`src/rtl/mem_arb_pkg.sv`:
```
// Shared types and default widths for the two-master BRAM arbiter.
package mem_arb_pkg;

  localparam int ADDR_W_DEF = 14;
  localparam int DATA_W_DEF = 32;

  typedef enum logic [1:0] {
    IDLE = 2'd0,
    OWN0 = 2'd1,
    OWN1 = 2'd2
  } own_state_t;

  typedef enum logic {
    MST0 = 1'b0,
    MST1 = 1'b1
  } mst_idx_t;

endpackage

```
`src/rtl/mem_arb_policy.sv`:
```
// Winner selection for the BRAM arbiter; MEM_ARBITER_RR_EN selects round-robin,
// otherwise m0 has fixed priority and no pointer register exists.
module mem_arb_policy
  import mem_arb_pkg::*;
(
`ifdef MEM_ARBITER_RR_EN
  input  logic CLOCK_50,
  input  logic rstn,
`endif
  input  logic req0,
  input  logic req1,
  input  logic hold0,
  input  logic hold1,
  output logic gnt0,
  output logic gnt1
);

`ifdef MEM_ARBITER_RR_EN
  mst_idx_t last_q;

  // Pointer starts at m1 so that m0 wins the first contention after reset.
  always_ff @(posedge CLOCK_50) begin
    if (!rstn) begin
      last_q <= MST1;
    end else if (gnt0) begin
      last_q <= MST0;
    end else if (gnt1) begin
      last_q <= MST1;
    end
  end
`endif

  always_comb begin
    gnt0 = 1'b0;
    gnt1 = 1'b0;
    if (hold0) begin
      gnt0 = 1'b1;
    end else if (hold1) begin
      gnt1 = 1'b1;
    end else if (req0 && req1) begin
`ifdef MEM_ARBITER_RR_EN
      if (last_q == MST1) begin
        gnt0 = 1'b1;
      end else begin
        gnt1 = 1'b1;
      end
`else
      gnt0 = 1'b1;
`endif
    end else begin
      gnt0 = req0;
      gnt1 = req1;
    end
  end

endmodule

```
`src/rtl/mem_arbiter.sv`:
```
// Two-master arbiter in front of a single-port BRAM with locked bursts and
// registered read routing. Policy macro: MEM_ARBITER_RR_EN (round-robin when defined).
module mem_arbiter
  import mem_arb_pkg::*;
#(
  parameter int ADDR_W = ADDR_W_DEF,
  parameter int DATA_W = DATA_W_DEF
) (
  input  logic                CLOCK_50,
  input  logic                rstn,
  input  logic                m0_req,
  input  logic                m0_lock,
  input  logic                m0_write,
  input  logic [DATA_W/8-1:0] m0_wmask,
  input  logic [DATA_W-1:0]   m0_wdata,
  input  logic [ADDR_W-1:0]   m0_addr,
  input  logic                m1_req,
  input  logic                m1_lock,
  input  logic                m1_write,
  input  logic [DATA_W/8-1:0] m1_wmask,
  input  logic [DATA_W-1:0]   m1_wdata,
  input  logic [ADDR_W-1:0]   m1_addr,
  output logic                m0_gnt,
  output logic                m1_gnt,
  output logic                m0_rvalid,
  output logic                m1_rvalid,
  output logic [DATA_W-1:0]   m0_rdata,
  output logic [DATA_W-1:0]   m1_rdata,
  output logic                bram_write,
  output logic [DATA_W/8-1:0] bram_wmask,
  output logic [DATA_W-1:0]   bram_wdata,
  output logic [ADDR_W-1:0]   bram_addr,
  input  logic [DATA_W-1:0]   bram_rdata
);

  own_state_t state_q, state_nxt;
  logic       lock_q, lock_nxt;
  logic       req0, req1, hold0, hold1;
  logic       rd_vld_p0;
  mst_idx_t   rd_tag_p0;

  // Nothing is granted while reset is held.
  assign req0  = m0_req & rstn;
  assign req1  = m1_req & rstn;
  assign hold0 = (state_q == OWN0) & lock_q & req0;
  assign hold1 = (state_q == OWN1) & lock_q & req1;

  mem_arb_policy u_policy (
`ifdef MEM_ARBITER_RR_EN
    .CLOCK_50 (CLOCK_50),
    .rstn     (rstn),
`endif
    .req0     (req0),
    .req1     (req1),
    .hold0    (hold0),
    .hold1    (hold1),
    .gnt0     (m0_gnt),
    .gnt1     (m1_gnt)
  );

  always_ff @(posedge CLOCK_50) begin
    if (!rstn) begin
      state_q <= IDLE;
      lock_q  <= 1'b0;
    end else begin
      state_q <= state_nxt;
      lock_q  <= lock_nxt;
    end
  end

  always_comb begin
    state_nxt = IDLE;
    lock_nxt  = 1'b0;
    if (m0_gnt) begin
      state_nxt = OWN0;
      lock_nxt  = m0_lock;
    end else if (m1_gnt) begin
      state_nxt = OWN1;
      lock_nxt  = m1_lock;
    end
  end

  always_comb begin
    bram_write = 1'b0;
    bram_wmask = '0;
    bram_wdata = '0;
    bram_addr  = '0;
    if (m0_gnt) begin
      bram_write = m0_write;
      bram_wmask = m0_wmask;
      bram_wdata = m0_wdata;
      bram_addr  = m0_addr;
    end else if (m1_gnt) begin
      bram_write = m1_write;
      bram_wmask = m1_wmask;
      bram_wdata = m1_wdata;
      bram_addr  = m1_addr;
    end
  end

  // ---- stage p0: read issued, BRAM data returns in this cycle ----
  always_ff @(posedge CLOCK_50) begin
    if (!rstn) begin
      rd_vld_p0 <= 1'b0;
      rd_tag_p0 <= MST0;
    end else begin
      rd_vld_p0 <= (m0_gnt & ~m0_write) | (m1_gnt & ~m1_write);
      rd_tag_p0 <= m1_gnt ? MST1 : MST0;
    end
  end

  assign m0_rvalid = rstn & rd_vld_p0 & (rd_tag_p0 == MST0);
  assign m1_rvalid = rstn & rd_vld_p0 & (rd_tag_p0 == MST1);
  assign m0_rdata  = m0_rvalid ? bram_rdata : '0;
  assign m1_rdata  = m1_rvalid ? bram_rdata : '0;

endmodule

```
`config.mk`:
```
export PLATFORM = sky130hd
export DESIGN_NAME = mem_arbiter
export DESIGN_NICKNAME = d
export VERILOG_FILES = /design/src/rtl/mem_arb_pkg.sv /design/src/rtl/mem_arb_policy.sv /design/src/rtl/mem_arbiter.sv
export SDC_FILE = /design/constraint.sdc
export NUM_CORES = 1
export LEC_CHECK = 0
export ABC_AREA = 0
export BUFFER_PORTS_ARGS = -buffer_cell sky130_fd_sc_hd__buf_2
export CAP_MARGIN = 20
export CORE_AREA = 2 2 101 103
export DETAILED_ROUTE_END_ITERATION = 6
export DIE_AREA = 0 0 103 105
export GPL_ROUTABILITY_DRIVEN = 1
export SLEW_MARGIN = 20
export SYNTH_ARGS = -nofsm -noshare
export SYNTH_HDL_FRONTEND = slang
export SYNTH_SLANG_ARGS = --single-unit
```
`constraint.sdc`:
```
create_clock -name CLOCK_50 -period 1.99 [get_ports CLOCK_50]
set_input_delay 0.2985 -clock CLOCK_50 [delete_from_list [all_inputs] [get_ports CLOCK_50]]
set_output_delay 0.2985 -clock CLOCK_50 [all_outputs]
set_load 0.02 [all_outputs]
```
==> impl_metrics.yaml <==
timing:
  max_freq_mhz: 530
  fin_tns_setup_ns: 0
  period_share_pct: 94.7
  final.setup_skew_ns: 0.00601
  fin_ws_ns: 0.105
  tightestPinTransition_ns: 0.242
  final_max_slew_viol_count: 0
  finalHoldViolCount: 0
  slew_headroom_pct: 83.9
  fin_crit_ns: 1.89
  whs_ns: 0.288
  setup-violations-final: 0
  rsz0062_at_grt: "no"
worst_setup_path:
  crit_slowest_cell: "dfxtp_1"
  worst_r2r_path_depth: 4
  cp_num_buf_inv: 2
  reg2reg_from: "state_q[0]"
  cp_slowest_stage_delay_ns: 0.30
  crit_arrival_ns: 1.59
  critPathTopFamily: "compound AO/OA/AOI/OAI gates"
  r2r-end: "lock_q"
  cp-start-kind: "flop"
  reg2reg_slack_ns: 0.68
  worstPathRequired_ns: 1.69
  path_max_fanout: 22
  cp-end-kind: "primary output"
  critPathKind: "flop to primary output"
  path_cells: "and3b_2 > o211a_4 > clkbuf_16 > a22o_1 > buf_2"
cells_and_area:
  synthToLayoutAreaGrowth_pct: 125
  final_nets: 545
  drive_gt1_share_pct: 67.1
  fillers: 1082
  fin_area_sq_um: 2660
  diodes: 0
  final_util_pct: 27.6
synthesis:
  ys_warn_count: 0
  yosysUniqueCellTypes: 14
  synth_edf_count: 0
  synth_top_area_share_pct: 39.3
  seq_area_frac_synth_pct: 8.48
  synth_top_family_by_area: "compound AO/OA/AOI/OAI gates"
  synth_area_leader_cell: "a22o_1"
  async_flop_share_pct: 0
  ys_top_cells_by_count: "and2_1 (64), a22o_1 (53), buf_6 (7)"
  synth-simple-area-share_pct: 36.2
  synth_xor_area_share_pct: 0
  synth-main-ff-cell: "dfxtp_1"
  synth_compound_area_share_pct: 43.7
  avgSynthCellArea_sq_um: 7.71
  syn_area_sq_um: 1180
  yosysMostFrequentCell: "and2_1"
  synth_cells: 153
  synth_area_leaders: "a22o_1 (39%), and2_1 (34%), dfxtp_1 (8.5%), buf_6 (6.7%), o211a_1 (2.5%)"
  synth_seq_cells: 5
  synth_fa_ha_area_share_pct: 0
  synthMuxAreaShare_pct: 0
  syn_nets: 293
pwr:
  power.density_nw_per_um2: 292
  p_leak_nw: 1.74
  max-vdd-ir-drop_mv: 0.130
hold_path:
  hp-start: "m1_lock"
  hold_class: "input pin to flop"
  whs_path_depth: 2
  whs_endpoint: "lock_q"
routing:
  wl_met2_mm: 3.32
  drt-wirelength-per-cell_um: 11.6
  viasPerCell: 4.06
  drt_pass1_iterations: 3
  ant_nets: 0
  drc: 0
  drt-met1-wl_mm: 2.15
  num_vias: 2181
  wl_mm: 6.25
  routed.top_layer: "met4"
  wl_met3_um: 697
  drt_iter0_markers: 49
clocking:
  cts_setup_buffers: 0
  htree_num_levels: 1
  clock_latency_ns: 0.23
  cts.sinks: 5
  clock-root-buffer: "clkbuf_8"
  clk_pin_slew_worst_paths_ns: 0.04
  cts_resized: 0
  numCtsBuffers: 3
  cts_hold_buf: 0
  cts_tree: "built"
  clk_path_buf_depth: 2
place:
  placement.cell_area_sq_um: 2580
  io_buffers: 258
  pre_cts_slack_ns: 0.258
  dp_hpwl_mm: 5.29
  place.gp.congestion: 0.829
flow_run:
  cap_violations: 0
grt:
  grt_max_degree: 46
  grt_pass1_wl_mm: 8.17
  grt_pass1_vias: 1854
  grt_overflow_total: 0
  grt.total_usage_pct: 9.32
  antenna_found_initial: 1
floorplanning:
  boundaryPins: 259
  initial_utilization_pct: 12.2
  core_sq_um: 9640
  fp-row-count: 36
  fp.dieW_um: 103
  fp.dieArea_sq_um: 10800
  dieHeight_um: 105
status:
  status: "complete, no violations"
## sequential cells by signal, summed over array words and instances (netlist names)
signal and count:
state_q 2, lock_q 1, rd_tag_p0 1, rd_vld_p0 1
## worst reg2reg max path: stages, from the launching register on
cell	delay (ns)
dfxtp_1	0.30
and3b_2	0.25
o211a_4	0.27
clkbuf_16	0.19
a22o_1	0.18
## metal layers
layer / GRT usage [%] / vias to the layer above
met5: 0 / -
met4: 2.35 / 0
met3: 2.14 / 6
met2: 19.9 / 158
met1: 8.23 / 961
li1: - / 1056
## placed cells by master (no fill, tap or decap)
| master | n |
|---|---|
| and3_1 | 1 |
| dfxtp_1 | 5 |
| a22o_1 | 53 |
| nand2_1 | 2 |
| clkbuf_16 | 1 |
| nor2_1 | 1 |
| inv_1 | 3 |
| buf_2 | 258 |
| o211a_1 | 2 |
| buf_4 | 4 |
| and3b_2 | 1 |
| buf_12 | 2 |
| clkbuf_1 | 1 |
| and2_1 | 64 |
| a21oi_4 | 1 |
| a21oi_1 | 1 |
| clkbuf_8 | 3 |
| o211a_4 | 1 |
## final cells by class
cell class | instances | area, sq um | share of cell area, %
Timing Repair Buffer | 265 | 1390 | 52.1
Multi-Input combinational cell | 127 | 951 | 35.7
Tap cell | 133 | 166 | 6.26
Sequential cell | 5 | 100 | 3.76
Clock buffer | 4 | 45.0 | 1.69
Inverter | 3 | 11.3 | 0.423
## how the worst max path moves through the flow
| stage | end | slack (ns) | cells past startpoint | from |
|---|---|---|---|---|
| final | bram_wdata[20] | 0.10 | 5 | state_q[0] |
| after detailed placement | bram_wdata[9] | 0.26 | 5 | state_q[0] |
| after global placement | bram_wdata[9] | 0.32 | 5 | state_q[0] |
| after CTS | bram_wdata[9] | 0.01 | 5 | state_q[0] |
| after global routing | bram_wdata[9] | 0.02 | 5 | state_q[0] |
| after floorplan | bram_wdata[23] | 0.37 | 5 | state_q[0] |
## cells by family (layout without fill, tap and decap cells)
logic type,after synthesis,in the layout
AOI/OAI and AO/OA,58,58
DFF,5,5
and+or+nand+nor,69,69
buffers and inverters,21,272
## where the power goes
| part | internal, mW | total, mW | switching, mW |
|---|---|---|---|
| clock | 0.138 | 0.192 | 0.0540 |
| combinational | 0.228 | 0.477 | 0.249 |
| sequential | 0.106 | 0.108 | 0.00164 |
| total | 0.472 | 0.776 | 0.304 |
## metrics by stage
step | total power, mW | cells
after floorplan | 0.348 | 153
after global placement | 0.572 | 532
after detailed placement | 0.581 | 532
after CTS | 0.776 | 536
after global routing | 0.826 | 537
final | 0.776 | 537
Note: power is estimated with default switching activity, not from simulation.
